--- src/rtl/iiitb_sipo_deser.sv ---
// Serial-in / parallel-out deserializer.
// Collects WIDTH serial bits framed by frame_start into a word and hands it
// to a single-entry output buffer with a valid/ready handshake. A word that
// completes while the buffer is still occupied is dropped and flagged as an
// overrun. A frame_start that arrives in the middle of a frame restarts the
// frame and produces a one-cycle resync pulse.
module iiitb_sipo_deser #(
    parameter int WIDTH     = 8,     // bits per frame, 2..32
    parameter bit MSB_FIRST = 1'b1   // 1: first bit is the word MSB
) (
    input  logic             clk,
    input  logic             rst,          // async, active low
    input  logic             frame_start,
    input  logic             serial_in,
    input  logic             data_ready,
    input  logic             ovr_clr,
    output logic [WIDTH-1:0] data_out,
    output logic             data_valid,
    output logic             overrun,
    output logic             resync,
    output logic [7:0]       frame_cnt
);

    localparam int CW = $clog2(WIDTH + 1);
    localparam logic [CW-1:0] LAST_IDX = CW'(WIDTH - 1);

    typedef enum logic {
        IDLE  = 1'b0,
        SHIFT = 1'b1
    } state_e;

    state_e           state_q,   state_d;
    logic [CW-1:0]    bit_cnt_q, bit_cnt_d;
    logic [WIDTH-1:0] sr_q,      sr_d;
    logic [WIDTH-1:0] dout_q,    dout_d;
    logic             vld_q,     vld_d;
    logic             ovr_q,     ovr_d;
    logic             rsy_q,     rsy_d;
    logic [7:0]       cnt_q,     cnt_d;

    logic             word_done;
    logic [WIDTH-1:0] word_full;
    logic             take;
    logic             load;

    // Insert one bit into a partial word. MSB-first shifts left so the
    // earliest bit ends up at the top; LSB-first shifts right so the earliest
    // bit ends up at [0].
    function automatic logic [WIDTH-1:0] shift_in(input logic [WIDTH-1:0] sr,
                                                  input logic             b);
        if (MSB_FIRST) begin
            return {sr[WIDTH-2:0], b};
        end
        return {b, sr[WIDTH-1:1]};
    endfunction

    // The word as it stands once the current serial bit is included; only
    // meaningful on the cycle the last bit of a frame is sampled.
    assign word_full = shift_in(sr_q, serial_in);

    // Frame sequencer: start, shift, restart on mid-frame frame_start, finish.
    // The last-bit check comes before frame_start so a frame_start coinciding
    // with the final bit neither aborts the word nor opens a new frame.
    always_comb begin
        state_d   = state_q;
        bit_cnt_d = bit_cnt_q;
        sr_d      = sr_q;
        rsy_d     = 1'b0;
        word_done = 1'b0;
        case (state_q)
            IDLE: begin
                if (frame_start) begin
                    sr_d      = shift_in({WIDTH{1'b0}}, serial_in);
                    bit_cnt_d = CW'(1);
                    state_d   = SHIFT;
                end
            end
            SHIFT: begin
                if (bit_cnt_q == LAST_IDX) begin
                    word_done = 1'b1;
                    sr_d      = {WIDTH{1'b0}};
                    bit_cnt_d = '0;
                    state_d   = IDLE;
                end else if (frame_start) begin
                    // Drop the partial word; this bit opens the new frame.
                    sr_d      = shift_in({WIDTH{1'b0}}, serial_in);
                    bit_cnt_d = CW'(1);
                    rsy_d     = 1'b1;
                end else begin
                    sr_d      = shift_in(sr_q, serial_in);
                    bit_cnt_d = bit_cnt_q + CW'(1);
                end
            end
            default: begin
                state_d   = IDLE;
                bit_cnt_d = '0;
                sr_d      = {WIDTH{1'b0}};
            end
        endcase
    end

    // Output buffer: consume on valid&ready, load a finished word when the
    // slot is free or being freed on this edge, otherwise record an overrun.
    always_comb begin
        take   = vld_q & data_ready;
        load   = word_done & (~vld_q | data_ready);
        dout_d = dout_q;
        vld_d  = vld_q;
        cnt_d  = cnt_q;
        ovr_d  = ovr_q;
        if (take) begin
            vld_d = 1'b0;
        end
        if (load) begin
            dout_d = word_full;
            vld_d  = 1'b1;
            cnt_d  = cnt_q + 8'd1;
        end
        // Clear first so a simultaneous overrun event wins.
        if (ovr_clr) begin
            ovr_d = 1'b0;
        end
        if (word_done && !load) begin
            ovr_d = 1'b1;
        end
    end

    // All state, including the registered outputs, in one reset domain.
    always_ff @(posedge clk or negedge rst) begin
        if (!rst) begin
            state_q   <= IDLE;
            bit_cnt_q <= '0;
            sr_q      <= {WIDTH{1'b0}};
            dout_q    <= {WIDTH{1'b0}};
            vld_q     <= 1'b0;
            ovr_q     <= 1'b0;
            rsy_q     <= 1'b0;
            cnt_q     <= 8'd0;
        end else begin
            state_q   <= state_d;
            bit_cnt_q <= bit_cnt_d;
            sr_q      <= sr_d;
            dout_q    <= dout_d;
            vld_q     <= vld_d;
            ovr_q     <= ovr_d;
            rsy_q     <= rsy_d;
            cnt_q     <= cnt_d;
        end
    end

    assign data_out   = dout_q;
    assign data_valid = vld_q;
    assign overrun    = ovr_q;
    assign resync     = rsy_q;
    assign frame_cnt  = cnt_q;

endmodule

--- config.mk ---
export PLATFORM = sky130hd
export DESIGN_NAME = iiitb_sipo_deser
export DESIGN_NICKNAME = d
export VERILOG_FILES = /design/src/rtl/iiitb_sipo_deser.sv
export SDC_FILE = /design/constraint.sdc
export NUM_CORES = 1
export LEC_CHECK = 0
export BUFFER_PORTS_ARGS = -buffer_cell sky130_fd_sc_hd__buf_4
export CAP_MARGIN = 10
export CELL_PAD_IN_SITES_DETAIL_PLACEMENT = 0
export CELL_PAD_IN_SITES_GLOBAL_PLACEMENT = 1
export CORE_ASPECT_RATIO = 1.75
export CORE_UTILIZATION = 46
export CTS_BUF_LIST = sky130_fd_sc_hd__clkbuf_16
export CTS_CLUSTER_SIZE = 30
export DETAILED_ROUTE_END_ITERATION = 10
export PLACE_DENSITY = 0.79
export SYNTH_ARGS = -nofsm -noshare
export SYNTH_HDL_FRONTEND = slang
export SYNTH_SLANG_ARGS = --single-unit
--- constraint.sdc ---
create_clock -name clk -period 2.8 [get_ports clk]
set_input_delay 0.28 -clock clk [delete_from_list [all_inputs] [get_ports clk]]
set_output_delay 0.28 -clock clk [all_outputs]
set_load 0.1 [all_outputs]
==> summary.md, run 1 <==
| Metric | Value |
|---|---|
| Fin crit share | between 60% and 70% |
| Setup repair bufs after CTS | 0 |
| Fin crit period | 1.72 ns |
| Core Footprint | around 2700 µm² |
| Port-buffer cells | 24 |
| Mapped cell area | around 1300 µm² |
| Worst path max stage delay | between 0.3 and 0.4 ns |
| Switch share | between 40% and 50% |
| End of the worst register-to-register path | frame_cnt[1]$_DFFE_PN0P_ |
| DP HPWL | ~1.5 mm |
| Metal3 WL | around 110 µm |
| Final worst setup slack | 1.08 ns |
| Clock skew | between 0.004 and 0.005 ns |
| M1 wire length | about 900 µm |
| DRC viols | 0 |
| Final Util | 60.9% |
| R2R setup slack | 1.08 ns |
| Number of max-cap violations | 0 |
| Via count | around 820 |
| Dpl ws | ~1.1 ns |
| Vias in the first global route | 800 |
| Synth Flop Type | dfrtp_1 |
| CP max stage cell | nor2_4 |
| Sequential Power Share | about a third |
| Slew margin rel. | approximately half |
| Worst hold path class | input port to flip-flop |
| Total wire length | around 2.2 mm |
| DR iter-0 viols | 23 |
| Post-synthesis sequential area ratio | between 50% and 60% |
| Most frequent cells in the layout | 31 x dfrtp_1, 24 x buf_4, 9 x mux2_2, 8 x nand2_1, 8 x a22o_1 |
| Ys async rst share | between 90% and 100% |
| Reg clk slew, reported paths | approximately 0.050 ns |
| Initial Util | between 40% and 50% |
| I/O pin cnt | 25 |
| Total GRT Usage | roughly 18% |
| Synth Instances | 94 |
| RSZ-0062 raised after global routing | no |
| Final #Nets | around 130 |
| Overall power | between 1.5 and 2 mW |
| Top layer used by detailed routing | met4 |
| DRT antenna net count | 0 |
| Worst vdd ir | between 800 and 900 µV |
| Pin count of the biggest net entering global routing | 32 |
| Max Fanout on Critical Path | 12 |
| NetSw | between 800 and 900 µW |
| Worst Hold Depth | 2 |
| Placer congestion estimate | roughly 0.8 |
| Worst Hold End | bit_cnt_q[2]$_DFFE_PN0P_ |
| Power Density | around 1200 nW/µm² |
| Crit path cell chain | ha_1 -> nand4b_4 -> nor2_4 -> mux2_2 |
| #FFs+latches synth | 31 |
| Die W | roughly 42 µm |
| Pint | 1.05 mW |
| WS Path Type | flip-flop to flip-flop |
| EDFF count, synth | 0 |
| Final setup violating endpoints | 0 |
| CTS H-tree lvls | 2 |
| Final Hold Viols | 0 |
| CP arrival | roughly 1.9 ns |
| Diodes inserted | 0 |
| CTS root buf | clkbuf_16 |
| Initial antenna violation count | 0 |
| Largest delay contributor family on the critical path | simple AND/OR/NAND/NOR gates |
| Clock power frac | 25.7% |
| Achievable Freq | between 500 and 600 MHz |
| Status | finished, final reports clean |
| Reg2reg start | bit_cnt_q[0]$_DFFE_PN0P_ |
| Clock Path Buffers | 2 |
| Avg Cell Area, Syn | 13.8 µm² |
| Clock tree from TritonCTS | done |
| HP Start | frame_start |
| Final Max Slew Viols | 0 |
| Worst-Margin Slew | ~0.72 ns |
| CP Data Required Time | 2.95 ns |
| Num CTS Buffers | 5 |
| Die area | 3050 µm² |
| First-pass GRT wire length | 3.84 mm |
| Setup TNS | 0 ns |
| Site Rows | 25 |
| Syn nets | around 100 |
| Wire length on met2 | 1.12 mm |
| Combinational power share | about two fifths |
| Clock Latency Late Sink | 0.27 ns |
| Commonest non-fill, non-tap cell in the layout | dfrtp_1 |
| R2R cell count | 4 |
| Buffers & Inverters on Critical Path | 0 |
| Routed wire per std cell | 14.6 µm |
| LEAKAGE | 0.845 nW |
| Area growth from synthesis to layout | 26.0% |
| Yosys warns | 0 |
| Layout cells sized above 1 | 36.3% |
| Grt total ovfl | 0 |
| CP Launch Type | flip-flop |
| First-pass detailed-route iteration total | 2 |
| CTS sink cnt | 31 |
| Endpoint type of the worst setup path | flip-flop |
| Die H | 72.3 µm |
| Post-synth cell types | 29 |
| Via density | around 5.4 |
per-stage QoR:
stage,std cells,area (µm²),hold slack (ns)
after floorplan,94,1300,-0.0156
after global placement,142,1490,0.229
after detailed placement,142,1490,0.236
after CTS,151,1640,0.192
after global routing,151,1640,0.205
final,151,1640,0.196
layout make-up:
class	instances	area, µm²
Clock inverter	3	12.5
Multi-Input combinational cell	58	493
Tap cell	27	33.8
Fill cell	220	1050
Clock buffer	5	125
Inverter	2	7.51
Timing Repair Buffer	25	190
Sequential cell	31	776
worst max path at each step:
stage / slack (ns) / endpoint / start / cells after the start
finish: 1.08 / frame_cnt[1]$_DFFE_PN0P_ / bit_cnt_q[0]$_DFFE_PN0P_ / 4
global route: 0.95 / data_out[0]$_DFFE_PN0P_ / bit_cnt_q[0]$_DFFE_PN0P_ / 4
CTS: 1.05 / frame_cnt[1]$_DFFE_PN0P_ / bit_cnt_q[0]$_DFFE_PN0P_ / 4
detailed placement: 1.07 / data_out[7]$_DFFE_PN0P_ / bit_cnt_q[0]$_DFFE_PN0P_ / 4
global placement: 1.13 / data_out[1]$_DFFE_PN0P_ / bit_cnt_q[0]$_DFFE_PN0P_ / 4
floorplan: 0.95 / frame_cnt[5]$_DFFE_PN0P_ / frame_cnt[2]$_DFFE_PN0P_ / 4
synth_stat cells (all sizes together), types with 2 or more instances:
cell / number / area (µm²)
a22o: 8 / 70.1
buf: 2 / 20.0
dfrtp: 31 / 776
ha: 2 / 25.0
inv: 2 / 7.51
mux2: 9 / 101
nand2: 8 / 30.0
nand3: 2 / 10.0
nand4: 3 / 33.8
nor2: 4 / 22.5
o21ai: 3 / 15.0
xnor2: 6 / 60.1
xor2: 2 / 17.5
registers in the layout (all words and copies together), names as in the netlist:
| name | cells |
|---|---|
| frame_cnt | 8 |
| data_out | 8 |
| state_q | 1 |
| overrun | 1 |
| sr_q | 7 |
| bit_cnt_q | 4 |
| resync | 1 |
| data_valid | 1 |
per-layer routing:
| metal | GRT usage [%] | vias up |
|---|---|---|
| li1 | - | 391 |
| met4 | 12.5 | 0 |
| met5 | 0 | - |
| met2 | 28.0 | 23 |
| met3 | 5.47 | 5 |
| met1 | 19.5 | 398 |
power groups by stage:
stage	Combinational, mW	Sequential, mW	Clock (mW)
global placement	0.755	0.653	0
floorplan	0.176	1.08	0
global route	0.793	0.669	0.529
finish	0.758	0.653	0.488
detailed placement	0.759	0.660	0
CTS	0.763	0.653	0.504
kinds of logic after synthesis:
family          count (synthesis)  share of synthesized area (%)
compound gates                 14                           8.18
xor+xnor                        8                           5.97
fa+ha+maj                       2                           1.92
buf+inv                         5                           2.41
flops                          31                           59.7
mux                             9                           7.80
simple gates                   25                           14.1
what timing repair did:
item / 4_1_cts / 5_1_grt
endpoints found under the hold margin: 31 / 0
resized for setup: 0 / 0
hold buffers: 1 / 0
Power figures use the tool's default switching activity.
==> run 2, diff against run 1 <==
ABC_AREA = 1   (was not set)
CORE_UTILIZATION = 41   (was 46)
PLACE_DENSITY = 0.75   (was 0.79)
clock period = 1.7 ns   (was 2.8 ns; I/O delays follow)
==> run 2 against run 1 <==
Utilization is 6.4 points lower. Clock skew is 0.0013 ns lower. Synthesized cell count rose by 53%. Wire length rose by 13%. Sequential power increased by 56%. Final cell count grew 44%. Flip-flop and latch count unchanged.
==> summary.md, run 2 <==
| Metric | Value |
|---|---|
| Status | finished, final reports clean |
| Initial Util | 43.2% (-5.1 points) |
| Endpoint type of the worst setup path | flip-flop |
| First-pass GRT wire length | 4.20 mm (+9.2%) |
| Clock Latency Late Sink | 0.27 ns (about the same) |
| Die W | 45.7 µm (+8.4%) |
| CP max stage cell | dfrtp_1 |
| DRT antenna net count | 0 (unchanged) |
| CTS H-tree lvls | 2 (unchanged) |
| Final #Nets | 182 (+39%) |
| Buffers & Inverters on Critical Path | 1 (+1) |
| Worst path max stage delay | 0.37 ns (-0.02 ns) |
| R2R cell count | 6 (+2) |
| Num CTS Buffers | 5 (unchanged) |
| Slew margin rel. | 69.0% (+17 points) |
| Final Hold Viols | 0 (unchanged) |
| Vias in the first global route | 1,018 (+27%) |
| Most common cell in the netlist | nand2_1 |
| RSZ-0062 raised after global routing | no |
| Fin crit period | 1.52 ns (-0.204 ns) |
| Fin crit share | 89.4% (+28 points) |
| Largest cells by area after synthesis | dfrtp_1 57%, nand2_1 10%, inv_1 6.3% |
| Site Rows | 27 (+8.0%) |
| Worst vdd ir | 1050 µV (+26%) |
| Area growth from synthesis to layout | 26.3% |
| Pin count of the biggest net entering global routing | 32 (unchanged) |
| Worst-Margin Slew | 0.464 ns (-0.255 ns) |
| Number of max-cap violations | 0 (unchanged) |
| Layout cells sized above 1 | 28.2% (-8.1 points) |
| I/O pin cnt | 25 (unchanged) |
| Die H | 78.5 µm (+8.5%) |
| Synth Flop Type | dfrtp_1 |
| Mapped cell area | 1370 µm² (+5.5%) |
| Via count | 1,016 (+24%) |
| Crit path cell chain | ha_1 -> nand4_4 -> inv_2 -> nand2_2 -> nand2_1 -> o21ai_2 |
| DP HPWL | 1.89 mm (+24%) |
| LEAKAGE | 0.865 nW (+2.3%) |
| Achievable Freq | 658 MHz (+13%) |
| #FFs+latches synth | 31 (unchanged) |
| Die area | 3590 µm² (+18%) |
| End of the worst register-to-register path | data_out[4]$_DFFE_PN0P_ |
| CTS sink cnt | 31 (unchanged) |
| Yosys warns | 0 (unchanged) |
| Leading area contributor after synthesis | dfrtp_1 |
| Final setup violating endpoints | 0 (unchanged) |
| Syn nets | 152 (+49%) |
| CTS root buf | clkbuf_16 |
| Total GRT Usage | 16.2% (-1.4 points) |
| Commonest non-fill, non-tap cell in the layout | nand2_1 |
| Routed wire per std cell | 11.4 µm (-22%) |
| Grt total ovfl | 0 (unchanged) |
| Clock Path Buffers | 2 (unchanged) |
| HP Start | ovr_clr |
| Overall power | 3.06 mW (+61%) |
| Post-synth top cells | 38 x nand2_1, 31 x dfrtp_1, 23 x inv_1 |
| Reg clk slew, reported paths | 0.05 ns (about the same) |
| First-pass detailed-route iteration total | 2 (unchanged) |
| R2R setup slack | 0.18 ns (-0.90 ns) |
| CP arrival | 1.66 ns (-0.22 ns) |
| DR iter-0 viols | 26 (+13%) |
| Clock tree from TritonCTS | done |
| CP Launch Type | flip-flop |
| Ys async rst share | 100% (unchanged) |
| Synth Instances | 144 (+53%) |
| Most frequent cells in the layout | 38 x nand2_1, 27 x dfrtp_1, 24 x buf_4, 23 x inv_1, 10 x nand3_1 |
| Post-synth cell types | 19 (-34%) |
| CP Data Required Time | 1.84 ns (-1.11 ns) |
| Post-synthesis sequential area ratio | 56.6% (-3.1 points) |
| Via density | 4.68 (-13%) |
| Power Density | 1770 nW/µm² (+53%) |
| DRC viols | 0 (unchanged) |
| Total wire length | 2.48 mm (+13%) |
| Diodes inserted | 0 (unchanged) |
| Port-buffer cells | 24 (unchanged) |
| Clock skew | 0.00273 ns (-0.00132 ns) |
| Avg Cell Area, Syn | 9.52 µm² (-31%) |
| Worst Hold End | overrun$_DFFE_PN0P_ |
| Max Fanout on Critical Path | 22 (+10) |
| Yosys top cell area share | 56.6% (-3.1 points) |
| EDFF count, synth | 0 (unchanged) |
| Placer congestion estimate | 0.706 (-12%) |
| Setup TNS | 0 ns (unchanged) |
| Final Max Slew Viols | 0 (unchanged) |
| FILL cells | 328 (+49%) |
| Reg2reg start | bit_cnt_q[1]$_DFFE_PN0P_ |
| Worst hold path class | input port to flip-flop |
| WS Path Type | flip-flop to flip-flop |
| Initial antenna violation count | 0 (unchanged) |
| Largest delay contributor family on the critical path | simple AND/OR/NAND/NOR gates |
| Worst Hold Depth | 2 (unchanged) |
| Core Footprint | 3180 µm² (+18%) |
## run 2: cell count changes after synthesis, sizes merged, moves of 2 or more
cell	change
nor2	+5
xnor2	-3
o21ai	+7
nand2	+32
inv	+22
o22ai	+8
nand3	+8
nand4	-2
a22o	-8
mux2	-9
## run 2: layout make-up
cell class	instances	area, µm²	area share (%)
multi-input combinational	87	483	27.9
tap	43	53.8	3.11
timing repair buffer	25	190	11.0
sequential	31	781	45.1
inverter	24	90.1	5.20
clock inverter	2	8.76	0.506
clock buffer	5	125	7.23
## run 2: how the worst max path moves through the flow
| stage | startpoint | to | slack (ns) | cells past startpoint |
|---|---|---|---|---|
| after global routing | bit_cnt_q[1]$_DFFE_PN0P_ | data_out[6]$_DFFE_PN0P_ | 0.02 | 6 |
| after detailed placement | bit_cnt_q[1]$_DFFE_PN0P_ | data_out[4]$_DFFE_PN0P_ | 0.18 | 6 |
| after floorplan | frame_cnt[3]$_DFFE_PN0P_ | frame_cnt[7]$_DFFE_PN0P_ | 0.07 | 7 |
| after CTS | bit_cnt_q[1]$_DFFE_PN0P_ | data_out[4]$_DFFE_PN0P_ | 0.16 | 6 |
| final | bit_cnt_q[1]$_DFFE_PN0P_ | data_out[4]$_DFFE_PN0P_ | 0.18 | 6 |
| after global placement | bit_cnt_q[0]$_DFFE_PN0P_ | data_out[5]$_DFFE_PN0P_ | 0.24 | 6 |
## run 2: what timing repair did
item / 4_1_cts / 5_1_grt
hold endpoints to repair: 31 / 0
setup buffers: 0 / 0
hold buffers: 1 / 0
gates resized for setup: 0 / 0
## run 2: cells by family (layout without fill, tap and decap cells)
group,Yosys count,count (layout),synth area share (%)
buffers and inverters,26,56,8.21
adder cells (fa/ha/maj),2,2,1.82
XOR/XNOR,4,4,2.56
flip-flops,31,31,56.6
AND/OR/NAND/NOR,60,60,19.7
AO/OA/AOI/OAI,21,21,11.1
## run 2: power by group
part           switching [mW]  internal (mW)
Clock                   0.270          0.522
Combinational           0.988          0.266
Sequential              0.121          0.897
## run 2: through the flow
stage / hold WS [ns] / instances / worst slack, ns / util [%] / area (µm²)
2_1_floorplan: -0.126 / 144 / 0.0728 / - / 1380
5_1_grt: 0.109 / 217 / 0.0154 / 54.5 / 1730
3_5_place_dp: 0.123 / 209 / 0.177 / 50.0 / 1590
6_report: 0.0971 / 217 / 0.180 / 54.5 / 1730
3_3_place_gp: 0.117 / 209 / 0.239 / 50.0 / 1590
4_1_cts: 0.0988 / 217 / 0.160 / 54.5 / 1730
## run 2: worst register-to-register path: cells and delay by family, from the launching register on
| family | cells | cell delay (ns) |
|---|---|---|
| AO/OA/AOI/OAI | 1 | 0.06 |
| AND/OR/NAND/NOR | 3 | 0.62 |
| flip-flops | 1 | 0.37 |
| buffers and inverters | 1 | 0.08 |
| adder cells (fa/ha/maj) | 1 | 0.26 |
## run 2: routing by layer
metal  vias up  routed length, µm  GRT usage, %
li1        515                  -             -
met1       479                948          15.9
met2        19               1410          29.6
met3         3                 80          4.83
met4         0                 38          6.18
met5         -                  0             0
==> run 3, diff against run 2 <==
ABC_AREA = not set   (was 1)
CORE_UTILIZATION = 43   (was 41)
==> run 3 against run 2 <==
The flow now finishes with violations (DRC). Final area down 3.3%. Combinational power about the same. Flip-flop and latch count unchanged. Largest cell class unchanged. Wire length down 9.1%. Largest power group unchanged. Clock skew grew 0.00078 ns.
==> summary.md, run 3 (synthesized netlist as in run 1, its figures left out) <==
| Metric | Value |
|---|---|
| Vias in the first global route | 845 (-17%) |
| Crit path cell chain | ha_2 -> nand4b_4 -> nor2_4 -> buf_12 -> mux2_2 |
| CTS root buf | clkbuf_16 |
| M1 wire length | 918 µm (-3.2%) |
| Worst-Margin Slew | 0.381 ns (-0.0831 ns) |
| Total wire length | 2.25 mm (-9.1%) |
| DRC viols | 6 (+6) |
| Max Fanout on Critical Path | 12 (-45%) |
| Clock Latency Late Sink | 0.27 ns (about the same) |
| Achievable Freq | 629 MHz (-4.4%) |
| CP Launch Type | flip-flop |
| WS Path Type | flip-flop to flip-flop |
| CTS sink cnt | 31 (unchanged) |
| Most frequent cells in the layout | 26 x dfrtp_1, 25 x buf_4, 9 x mux2_2, 8 x nand2_1, 8 x a22o_1 |
| FILL cells | 256 (-22%) |
| Initial antenna violation count | 0 (unchanged) |
| Placer congestion estimate | 0.740 (+4.8%) |
| Clock Path Buffers | 2 (unchanged) |
| WHS | 0.0949 ns (-0.00216 ns) |
| Die W | 43.6 µm (-4.7%) |
| Routed wire per std cell | 14.6 µm (+28%) |
| Pint | 1.76 mW (+4.5%) |
| DP HPWL | 1.59 mm (-16%) |
| Worst path max stage delay | 0.38 ns (about the same) |
| Endpoint type of the worst setup path | flip-flop |
| Fin crit share | 93.6% (+4.2 points) |
| Grt total ovfl | 0 (unchanged) |
| NetSw | 1.41 mW (+2.2%) |
| Slew margin rel. | 74.6% (+5.6 points) |
| Pin count of the biggest net entering global routing | 32 (unchanged) |
| Via count | 831 (-18%) |
| Power Density | 1890 nW/µm² (+6.9%) |
| Final Hold Viols | 0 (unchanged) |
| DR iter-0 viols | 15 (-42%) |
| Num CTS Buffers | 5 (unchanged) |
| Final #Nets | 133 (-27%) |
| First-pass detailed-route iteration total | 7 (+5) |
| I/O pin cnt | 25 (unchanged) |
| Failing checks | DRC |
| Reg clk slew, reported paths | 0.05 ns (about the same) |
| Total GRT Usage | 16.0% (-0.15 points) |
| Status | finished, violations left |
| DRT antenna net count | 0 (unchanged) |
| Layout cells sized above 1 | 42.1% (+14 points) |
| Fin crit period | 1.59 ns (+0.0706 ns) |
| Worst vdd ir | 1360 µV (+30%) |
| Metal3 WL | 97 µm (+21%) |
| RSZ-0062 raised after global routing | no |
| Number of max-cap violations | 0 (unchanged) |
| Worst hold path class | input port to flip-flop |
| Diodes inserted | 0 (unchanged) |
| Final setup violating endpoints | 0 (unchanged) |
| CP Data Required Time | 1.85 ns (about the same) |
| Combinational power share | 40.4% (-0.5 points) |
| Setup TNS | 0 ns (unchanged) |
| Port-buffer cells | 24 (unchanged) |
| Die area | 3260 µm² (-9.3%) |
| CTS H-tree lvls | 2 (unchanged) |
| Commonest non-fill, non-tap cell in the layout | dfrtp_1 |
| Area growth from synthesis to layout | 28.9% |
| Clock skew | 0.00352 ns (+0.000781 ns) |
| Wire length on met2 | 1.21 mm (-14%) |
| Via density | 5.40 (+15%) |
| Final Util | 57.9% (+3.3 points) |
| Die H | 74.7 µm (-4.8%) |
| Clock tree from TritonCTS | done |
| Sequential Power Share | 34.2% (+1.0 points) |
| Overall power | 3.17 mW (+3.5%) |
| LEAKAGE | 0.851 nW (-1.7%) |
| Top layer used by detailed routing | met4 |
| Initial Util | 44.9% (+1.7 points) |
| Core Footprint | 2900 µm² (-8.8%) |
| First-pass GRT wire length | 3.70 mm (-12%) |
| Switch share | 44.5% (-0.53 points) |
| CP arrival | 1.74 ns (+0.08 ns) |
| CP max stage cell | dfrtp_1 |
| Clock power frac | 25.4% (-0.5 points) |
| Final Max Slew Viols | 0 (unchanged) |
| Site Rows | 26 (-3.7%) |
==> run 3: changes by cell type in the layout (fill, tap and decap cells not counted), moves of 9 or more <==
cell     before  now
o21ai_2       9    0
nand2_1      38    8
mux2_2        0    9
inv_1        23    4
==> run 3: critical path: cells and delay by family, from the launching register on <==
family / cells / cell delay, ns
fa+ha+maj: 1 / 0.24
buf+inv: 1 / 0.15
flops: 1 / 0.38
mux: 1 / 0.34
simple gates: 2 / 0.37
==> run 3: timing repair <==
action                                 4_1_cts  5_1_grt
setup buffers                                0        0
resized for setup                            0        1
hold buffers                                 1        0
endpoints found under the hold margin       31        0
setup endpoints to repair                    0        4
==> run 3: final cells by class <==
class,instances,area (µm²),share of cell area [%]
Clock inverter,3,12.5,0.747
Timing Repair Buffer,27,218,13.0
Clock buffer,5,125,7.47
Sequential cell,31,782,46.7
Multi-Input combinational cell,58,495,29.6
Inverter,2,7.51,0.448
Tap cell,28,35.0,2.09
==> run 3: power by group through the flow <==
stage,clock [mW],sequential (mW),combinational (mW)
CTS,0.837,1.08,1.29
global placement,0,1.09,1.26
floorplan,0,1.79,0.288
global route,0.864,1.11,1.34
detailed placement,0,1.09,1.28
finish,0.806,1.08,1.28
==> run 3: layer usage <==
metal	vias up	global-route usage, %
met5	-	0
met3	2	6.00
met4	0	8.33
met1	418	17.0
met2	19	27.2
li1	392	-
==> run 3: worst paths after layout <==
kind | startpoint | endpoint | slack [ns] | cells past startpoint
max | bit_cnt_q[0]$_DFFE_PN0P_ | data_out[7]$_DFFE_PN0P_ | 0.11 | 5
min | frame_start | bit_cnt_q[2]$_DFFE_PN0P_ | 0.09 | 2
max reg2reg | bit_cnt_q[0]$_DFFE_PN0P_ | data_out[7]$_DFFE_PN0P_ | 0.11 | 5
min reg2reg | frame_cnt[7]$_DFFE_PN0P_ | frame_cnt[7]$_DFFE_PN0P_ | 0.48 | 1
max in group asynchronous | rst | data_valid$_DFFE_PN0P_ | 1.03 | 2
min in group asynchronous | rst | frame_cnt[6]$_DFFE_PN0P_ | 0.37 | 2
==> run 3: per-stage QoR <==
step | setup WS, ns | instances | area, µm²
2_1_floorplan | 0.0368 | 94 | 1310
3_3_place_gp | 0.142 | 145 | 1530
3_5_place_dp | 0.0756 | 145 | 1530
4_1_cts | 0.0687 | 154 | 1670
5_1_grt | 0.0418 | 154 | 1680
6_report | 0.110 | 154 | 1680
